File: config.mk
export PLATFORM = sky130hd
export DESIGN_NAME = eth_axi_lite_regs
export DESIGN_NICKNAME = d
export VERILOG_FILES = /design/src/rtl/eth_regs_pkg.sv /design/src/rtl/eth_sat_counter.sv /design/src/rtl/eth_axi_lite_regs.sv
export SDC_FILE = /design/constraint.sdc
export NUM_CORES = 1
export LEC_CHECK = 0
export CAP_MARGIN = 0
export CORE_MARGIN = 2
export CORE_UTILIZATION = 54
export CTS_CLUSTER_DIAMETER = 50
export DETAILED_ROUTE_END_ITERATION = 6
export PLACE_DENSITY = 0.81
export SKIP_CTS_REPAIR_TIMING = 1
export SYNTH_ARGS = -nofsm -noshare
export SYNTH_HDL_FRONTEND = slang
export SYNTH_SLANG_ARGS = --single-unit
File: constraint.sdc
create_clock -name aclk -period 2.8 [get_ports aclk]
set_clock_uncertainty 0.2 [all_clocks]
set_input_delay 0.42 -clock aclk [delete_from_list [all_inputs] [get_ports aclk]]
set_output_delay 0.42 -clock aclk [all_outputs]
set_load 0.005 [all_outputs]
File: src/rtl/eth_regs_pkg.sv
// Shared definitions for the Ethernet MAC AXI-Lite register block:
// register offsets, bit indices, reset values, FSM states, address decode.
package eth_regs_pkg;

  localparam logic [7:0] REG_CTRL     = 8'h00;
  localparam logic [7:0] REG_STATUS   = 8'h04;
  localparam logic [7:0] REG_MAC_LO   = 8'h08;
  localparam logic [7:0] REG_MAC_HI   = 8'h0C;
  localparam logic [7:0] REG_TX_LEN   = 8'h10;
  localparam logic [7:0] REG_IRQ_STAT = 8'h14;
  localparam logic [7:0] REG_IRQ_MASK = 8'h18;
  localparam logic [7:0] REG_RX_CNT   = 8'h1C;
  localparam logic [7:0] REG_TX_CNT   = 8'h20;
  localparam logic [7:0] REG_ERR_CNT  = 8'h24;

  localparam int CTRL_TX_EN    = 0;
  localparam int CTRL_RX_EN    = 1;
  localparam int CTRL_TX_START = 2;
  localparam int CTRL_PROMISC  = 3;

  localparam int IRQ_RX_DONE = 0;
  localparam int IRQ_TX_DONE = 1;
  localparam int IRQ_CRC_ERR = 2;

  localparam logic [15:0] TX_LEN_RST = 16'h0040;

  localparam logic [1:0] BRESP_OKAY   = 2'b00;
  localparam logic [1:0] BRESP_SLVERR = 2'b10;

  typedef enum logic {
    WR_IDLE,
    WR_RESP
  } wr_state_e;

  typedef enum logic {
    RD_IDLE,
    RD_DATA
  } rd_state_e;

  typedef struct packed {
    logic ctrl;
    logic status;
    logic mac_lo;
    logic mac_hi;
    logic tx_len;
    logic irq_stat;
    logic irq_mask;
    logic rx_cnt;
    logic tx_cnt;
    logic err_cnt;
  } reg_sel_t;

  // One-hot select from a word index; all zero means unmapped.
  function automatic reg_sel_t reg_decode(
    input logic [5:0] idx
  );
    reg_sel_t s;
    s = '0;
    unique case (idx)
      REG_CTRL[7:2]:     s.ctrl     = 1'b1;
      REG_STATUS[7:2]:   s.status   = 1'b1;
      REG_MAC_LO[7:2]:   s.mac_lo   = 1'b1;
      REG_MAC_HI[7:2]:   s.mac_hi   = 1'b1;
      REG_TX_LEN[7:2]:   s.tx_len   = 1'b1;
      REG_IRQ_STAT[7:2]: s.irq_stat = 1'b1;
      REG_IRQ_MASK[7:2]: s.irq_mask = 1'b1;
      REG_RX_CNT[7:2]:   s.rx_cnt   = 1'b1;
      REG_TX_CNT[7:2]:   s.tx_cnt   = 1'b1;
      REG_ERR_CNT[7:2]:  s.err_cnt  = 1'b1;
      default:           s = '0;
    endcase
    return s;
  endfunction

endpackage

File: src/rtl/eth_sat_counter.sv
// 32-bit saturating event counter: inc pulse, clear wins over inc.
// Ports: clk, rst_n, inc, clr -> cnt[31:0].
module eth_sat_counter (
  input  logic        clk,
  input  logic        rst_n,
  input  logic        inc,
  input  logic        clr,
  output logic [31:0] cnt
);

  always_ff @(posedge clk or negedge rst_n) begin
    if (!rst_n) begin
      cnt <= '0;
    end else if (clr) begin
      cnt <= '0;
    end else if (inc && (cnt != '1)) begin
      cnt <= cnt + 32'd1;
    end
  end

endmodule

File: src/rtl/eth_axi_lite_regs.sv
// AXI-Lite slave CSR block for the Ethernet MAC (ctrl, MAC addr, irq, counters).
// Ports: AXI-Lite AW/W/B/AR/R, MAC status inputs, ctrl/mac_addr/tx_len/irq outputs.
module eth_axi_lite_regs
  import eth_regs_pkg::*;
#(
  parameter int AXI_ADDR_WIDTH = 32,
  parameter int AXI_DATA_WIDTH = 32
) (
  input  logic                      aclk,
  input  logic                      aresetn,
  input  logic [AXI_ADDR_WIDTH-1:0] awaddr,
  input  logic                      awvalid,
  output logic                      awready,
  input  logic [AXI_DATA_WIDTH-1:0] wdata,
  input  logic                      wlast,
  input  logic                      wvalid,
  output logic                      wready,
  output logic [1:0]                bresp,
  output logic                      bvalid,
  input  logic                      bready,
  input  logic [AXI_ADDR_WIDTH-1:0] araddr,
  input  logic                      arvalid,
  output logic                      arready,
  output logic [AXI_DATA_WIDTH-1:0] rdata,
  output logic                      rlast,
  output logic                      rvalid,
  input  logic                      rready,
  input  logic                      link_up,
  input  logic                      tx_busy,
  input  logic                      rx_frame_done,
  input  logic                      tx_frame_done,
  input  logic                      rx_crc_err,
  output logic                      ctrl_tx_en,
  output logic                      ctrl_rx_en,
  output logic                      ctrl_tx_start,
  output logic                      ctrl_promisc,
  output logic [47:0]               mac_addr,
  output logic [15:0]               tx_len,
  output logic                      irq
);

  if (AXI_DATA_WIDTH != 32) begin : g_dw_check
    $error("eth_axi_lite_regs: AXI_DATA_WIDTH must be 32");
  end

  logic unused;
  assign unused = ^{wlast, awaddr, araddr};

  wr_state_e wr_q, wr_d;
  rd_state_e rd_q, rd_d;

  logic        aw_held, w_held;
  logic [5:0]  aw_idx_q;
  logic [31:0] w_data_q;
  logic        aw_fire, w_fire, wr_commit;
  logic [5:0]  wr_idx;
  logic [31:0] wr_dat;
  reg_sel_t    wr_sel, we;
  logic        wr_err;
  logic [1:0]  bresp_q;

  logic        ar_fire;
  reg_sel_t    rd_sel;
  logic [31:0] rd_mux;
  logic [31:0] rdata_q;

  logic [31:0] mac_lo;
  logic [15:0] mac_hi;
  logic [2:0]  irq_stat, irq_mask, irq_set, irq_clr;
  logic [31:0] rx_cnt, tx_cnt, err_cnt;

  // Write channel
  assign awready = (wr_q == WR_IDLE) & ~aw_held;
  assign wready  = (wr_q == WR_IDLE) & ~w_held;
  assign aw_fire = awvalid & awready;
  assign w_fire  = wvalid & wready;

  assign wr_commit = (wr_q == WR_IDLE)
                   & (aw_held | aw_fire)
                   & (w_held | w_fire);

  // Use the live bus value when that half arrives on the commit edge.
  assign wr_idx = aw_held ? aw_idx_q : awaddr[7:2];
  assign wr_dat = w_held ? w_data_q : wdata;

  assign wr_sel = reg_decode(wr_idx);
  assign wr_err = (wr_sel == '0) | wr_sel.status;
  assign we     = (wr_commit && !wr_err) ? wr_sel : '0;

  always_comb begin
    wr_d = wr_q;
    unique case (wr_q)
      WR_IDLE: if (wr_commit) wr_d = WR_RESP;
      WR_RESP: if (bready)    wr_d = WR_IDLE;
      default: wr_d = WR_IDLE;
    endcase
  end

  always_ff @(posedge aclk or negedge aresetn) begin
    if (!aresetn) begin
      wr_q     <= WR_IDLE;
      aw_held  <= 1'b0;
      w_held   <= 1'b0;
      aw_idx_q <= '0;
      w_data_q <= '0;
      bresp_q  <= BRESP_OKAY;
    end else begin
      wr_q <= wr_d;
      if (aw_fire) aw_idx_q <= awaddr[7:2];
      if (w_fire)  w_data_q <= wdata;
      if (wr_commit) begin
        aw_held <= 1'b0;
        w_held  <= 1'b0;
        bresp_q <= wr_err ? BRESP_SLVERR : BRESP_OKAY;
      end else begin
        if (aw_fire) aw_held <= 1'b1;
        if (w_fire)  w_held  <= 1'b1;
      end
    end
  end

  assign bvalid = (wr_q == WR_RESP);
  assign bresp  = bresp_q;

  // Register file
  assign irq_set = {rx_crc_err, tx_frame_done, rx_frame_done};
  assign irq_clr = we.irq_stat ? wr_dat[2:0] : 3'b000;

  always_ff @(posedge aclk or negedge aresetn) begin
    if (!aresetn) begin
      ctrl_tx_en    <= 1'b0;
      ctrl_rx_en    <= 1'b0;
      ctrl_promisc  <= 1'b0;
      ctrl_tx_start <= 1'b0;
      mac_lo        <= '0;
      mac_hi        <= '0;
      tx_len        <= TX_LEN_RST;
      irq_stat      <= '0;
      irq_mask      <= '0;
      irq           <= 1'b0;
    end else begin
      ctrl_tx_start <= we.ctrl & wr_dat[CTRL_TX_START];
      if (we.ctrl) begin
        ctrl_tx_en   <= wr_dat[CTRL_TX_EN];
        ctrl_rx_en   <= wr_dat[CTRL_RX_EN];
        ctrl_promisc <= wr_dat[CTRL_PROMISC];
      end
      if (we.mac_lo)   mac_lo   <= wr_dat;
      if (we.mac_hi)   mac_hi   <= wr_dat[15:0];
      if (we.tx_len)   tx_len   <= wr_dat[15:0];
      if (we.irq_mask) irq_mask <= wr_dat[2:0];
      // Set after clear: a pulse coincident with W1C survives.
      irq_stat <= (irq_stat & ~irq_clr) | irq_set;
      irq      <= |(irq_stat & irq_mask);
    end
  end

  assign mac_addr = {mac_hi, mac_lo};

  eth_sat_counter u_rx_cnt (
    .clk   (aclk),
    .rst_n (aresetn),
    .inc   (rx_frame_done),
    .clr   (we.rx_cnt),
    .cnt   (rx_cnt)
  );

  eth_sat_counter u_tx_cnt (
    .clk   (aclk),
    .rst_n (aresetn),
    .inc   (tx_frame_done),
    .clr   (we.tx_cnt),
    .cnt   (tx_cnt)
  );

  eth_sat_counter u_err_cnt (
    .clk   (aclk),
    .rst_n (aresetn),
    .inc   (rx_crc_err),
    .clr   (we.err_cnt),
    .cnt   (err_cnt)
  );

  // Read channel
  assign arready = (rd_q == RD_IDLE);
  assign ar_fire = arvalid & arready;
  assign rd_sel  = reg_decode(araddr[7:2]);

  always_comb begin
    rd_mux = '0;
    unique case (1'b1)
      rd_sel.ctrl:
        rd_mux = {28'd0, ctrl_promisc, 1'b0,
                  ctrl_rx_en, ctrl_tx_en};
      rd_sel.status:   rd_mux = {30'd0, tx_busy, link_up};
      rd_sel.mac_lo:   rd_mux = mac_lo;
      rd_sel.mac_hi:   rd_mux = {16'd0, mac_hi};
      rd_sel.tx_len:   rd_mux = {16'd0, tx_len};
      rd_sel.irq_stat: rd_mux = {29'd0, irq_stat};
      rd_sel.irq_mask: rd_mux = {29'd0, irq_mask};
      rd_sel.rx_cnt:   rd_mux = rx_cnt;
      rd_sel.tx_cnt:   rd_mux = tx_cnt;
      rd_sel.err_cnt:  rd_mux = err_cnt;
      default:         rd_mux = '0;
    endcase
  end

  always_comb begin
    rd_d = rd_q;
    unique case (rd_q)
      RD_IDLE: if (ar_fire) rd_d = RD_DATA;
      RD_DATA: if (rready)  rd_d = RD_IDLE;
      default: rd_d = RD_IDLE;
    endcase
  end

  always_ff @(posedge aclk or negedge aresetn) begin
    if (!aresetn) begin
      rd_q    <= RD_IDLE;
      rdata_q <= '0;
    end else begin
      rd_q <= rd_d;
      if (ar_fire) rdata_q <= rd_mux;
    end
  end

  assign rvalid = (rd_q == RD_DATA);
  assign rlast  = rvalid;
  assign rdata  = rdata_q;

endmodule
==> key figures <==
Outcome
  • Result of the run: finished clean

Finish
  • Leading cell types in the layout, fill and taps excluded: 244 x dfrtp_1, 161 x clkdlybuf4s50_1, 97 x mux2_2
  • Most frequent standard cell in the layout excluding fill and tap cells: dfrtp_1
  • Net total in the final layout: about 1,500
  • Final Util: 0.698
  • Area overhead of the layout relative to synthesis: 26.4%
  • Diodes inserted: 0
  • Share of cells above drive strength 1: 0.166
  • Count of non-filler cells in the finished layout: roughly 1,700

Power and ir drop
  • Static leakage: 6.50 nW
  • Worst vdd ir: approximately 0.00075 V
  • Cell area power density: between 700 and 800 nW/µm²

Placed design
  • Count of input and output buffers: around 160
  • Last weighted congestion value of the routability-driven placer: 0.889
  • Inst Count DP: about 1,600
  • Final HPWL DP: around 25,000 µm

Setup path
  • Nature of the critical path endpoint: output pin
  • Worst EP required: around 2.2 ns
  • Worst path arrival time: between 1.5 and 2 ns
  • Crit path kind: reg -> out
  • Max FO, Critical Path: 35
  • Type of element launching the critical path: register

GRT
  • Number of global-route vias before repair: ~11,000
  • GR Overflow Total: 0
  • Initial antenna violation count: 0
  • Overall fraction of global-route tracks in use: 0.295
  • Wire length of the first global-routing pass: slightly below 60,000 µm
  • Pin count of the biggest net entering global routing: roughly 70

Timing
  • Share of the clock period used by the worst path: 0.933
  • Pins over their slew limit: 0
  • Fmax: between 300 and 400 MHz
  • Total negative slack: 0 ns
  • Post-layout min period: 2.61 ns
  • Transition time at the pin with the least slew margin: 0.801 ns
  • RSZ-0062 raised after global routing: false
  • Final setup violation count: 0
  • Max_slew headroom: 0.460
  • Number of hold violations in the final report: 0

Clock tree
  • Worst-skew pair later-pin latency: ~0.57 ns
  • CTS root buffer: clkbuf_16
  • Sinks on Clock Net: 246
  • Clock tree from TritonCTS: built
  • Clock buffer count from CTS: 30
  • Number of buffers on the longest clock path: 3
  • Clock-pin slew on the worst setup and hold paths: about 0.060 ns
  • H-tree depth reported by CTS: 1

Floorplan
  • Die Width: roughly 160 µm
  • Cell Rows: 55
  • Boundary Pins: ~220
  • Starting utilization of the core area: 0.552
  • Area inside the core boundary: around 23,000 µm²
  • Total Die Area: approximately 24,000 µm²
  • Vertical die dimension: around 160 µm

Worst hold path
  • Kind of path behind the tightest hold check: in -> async

Logic synthesis
  • Flops & latches, synth: approximately 250
  • Portion of the post-synthesis area used by sequential elements: 0.491
  • Count of distinct cell types in the synthesized netlist: 73
  • Post-synthesis average cell area: between 10 and 15 µm²
  • Post-Synthesis Cell Area: between 10,000 and 15,000 µm²
  • Synthesized Nets: 1,296
  • Proportion of synthesized flip-flops having asynchronous set or reset: 1.00
  • Number of flops mapped to enable cells by yosys: 0
  • Cell count after synthesis: approximately 1,200
  • Commonest register cell after synthesis: dfrtp_1
  • Number of warning messages in the yosys log: 0

Drt
  • Routed wirelength normalized by instance count: between 20 and 25 µm
  • Vias per inst: between 6 and 7
  • Detailed Route WL: 35,600 µm
  • Router iterations before antenna repair: 6
  • Total via count after detailed routing: 10,662
  • Total DRC errors in the routed layout: 0
  • Initial DRC count: between 1,000 and 1,500
  • Post-route antenna net violation count: 0

Run
  • Count of max-cap constraint violations: 0
-- stage by stage --
stage               hold slack [ns]  cell area (µm²)  setup WS, ns  total power [W]
floorplan                   -0.0756            12500         0.457          0.00666
global placement              0.223            14700        0.0670          0.00813
detailed placement            0.232            14700       -0.0114          0.00828
CTS                          -0.359            15800         0.133           0.0125
global route                  0.255            15800        0.0572           0.0130
finish                        0.226            15800         0.187           0.0124
-- synth_stat cells, types with 4 or more instances --
| master | count | area [µm²] |
|---|---|---|
| buf_6 | 5 | 56.3 |
| or4_1 | 15 | 113 |
| a221oi_1 | 17 | 149 |
| a222oi_1 | 13 | 130 |
| o22ai_1 | 5 | 31.3 |
| clkbuf_1 | 37 | 139 |
| mux2_2 | 97 | 1090 |
| o2111ai_1 | 4 | 35.0 |
| mux2i_1 | 53 | 531 |
| and3_1 | 20 | 125 |
| o31ai_1 | 9 | 67.6 |
| nor2_1 | 77 | 289 |
| and4_1 | 14 | 123 |
| nand3_1 | 41 | 205 |
| or3_1 | 54 | 338 |
| a211oi_1 | 5 | 37.5 |
| buf_2 | 17 | 85.1 |
| buf_1 | 8 | 30.0 |
| xnor2_1 | 16 | 140 |
| nand2_1 | 74 | 278 |
| xor2_1 | 11 | 96.3 |
| nor4_1 | 7 | 43.8 |
| dfrtp_1 | 245 | 6130 |
| o2bb2ai_1 | 12 | 105 |
| nor3_1 | 14 | 70.1 |
| a22oi_1 | 13 | 97.6 |
| mux2_1 | 12 | 135 |
| buf_4 | 5 | 37.5 |
| nand4_1 | 20 | 125 |
| a21oi_1 | 81 | 405 |
| o41ai_1 | 4 | 35.0 |
| inv_1 | 17 | 63.8 |
| and2_1 | 10 | 62.6 |
| nand2b_1 | 5 | 31.3 |
| o21ai_0 | 83 | 415 |
-- per-layer routing --
| metal | GRT usage | up-vias | share of wire |
|---|---|---|---|
| li1 | - | 4796 | - |
| met1 | 0.397 | 5342 | 0.41 |
| met2 | 0.492 | 449 | 0.48 |
| met3 | 0.0543 | 75 | 0.078 |
| met4 | 0.0869 | 0 | 0.028 |
| met5 | 0 | - | 0 |
-- critical path, cell delays in order (launching register included) --
cell             delay (ns)
dfrtp_2                0.37
buf_4                  0.49
nor2_1                 0.10
clkdlybuf4s50_1        0.48
-- registers in the layout (all words and copies together), names as in the netlist, 3 cells and up --
signal         flops
tx_len            16
rdata             32
mac_hi            16
mac_lo            32
u_err_cnt.cnt     32
u_rx_cnt.cnt      32
irq_mask           3
irq_stat           3
u_tx_cnt.cnt      32
aw_idx_q           6
w_data_q          32
-- logic make-up (layout without fill, tap and decap cells) --
kind of cell             count (synthesis)  after routing  synth area share
adder cells (fa/ha/maj)                  3              3           0.00299
multiplexers                           165            165             0.146
flip-flops                             246            246             0.491
buffers and inverters                   89            287            0.0328
AND/OR/NAND/NOR                        373            373             0.160
XOR/XNOR                                27             27            0.0189
AO/OA/AOI/OAI                          280            280             0.148
other                                    1              1          0.000299
-- path summary, 6_finish.rpt --
path | start | end | slack (ns) | cells after the start
hold / removal | aresetn | ctrl_tx_start | 0.23 | 2
max in group asynchronous | aresetn | u_err_cnt.cnt[6] | 1.45 | 3
min in group aclk | rready | rlast | 0.24 | 2
setup reg to reg | u_tx_cnt.cnt[7] | u_tx_cnt.cnt[4] | 0.21 | 6
hold reg to reg | rdata[28] | rdata[28] | 0.28 | 2
setup / recovery | w_held | wready | 0.19 | 3
-- report_power, final --
group	switching [W]	internal (W)	total, W	leakage [nW]
combinational	0.00135	0.00177	0.00312	2.74
clock	0.00161	0.00254	0.00415	0.524
sequential	0.000785	0.00438	0.00516	3.23
total	0.00374	0.00869	0.0124	6.50
-- final cells by class --
cell class	count	area, µm²
multi-input cells	849	5980
clock buffers	41	862
inverters	17	63.8
repair buffers	214	2200
clock inverters	15	216
fillers	1637	6860
well taps	285	357
flip-flops and latches	246	6160
No activity file was read; power rests on OpenSTA's default activity.
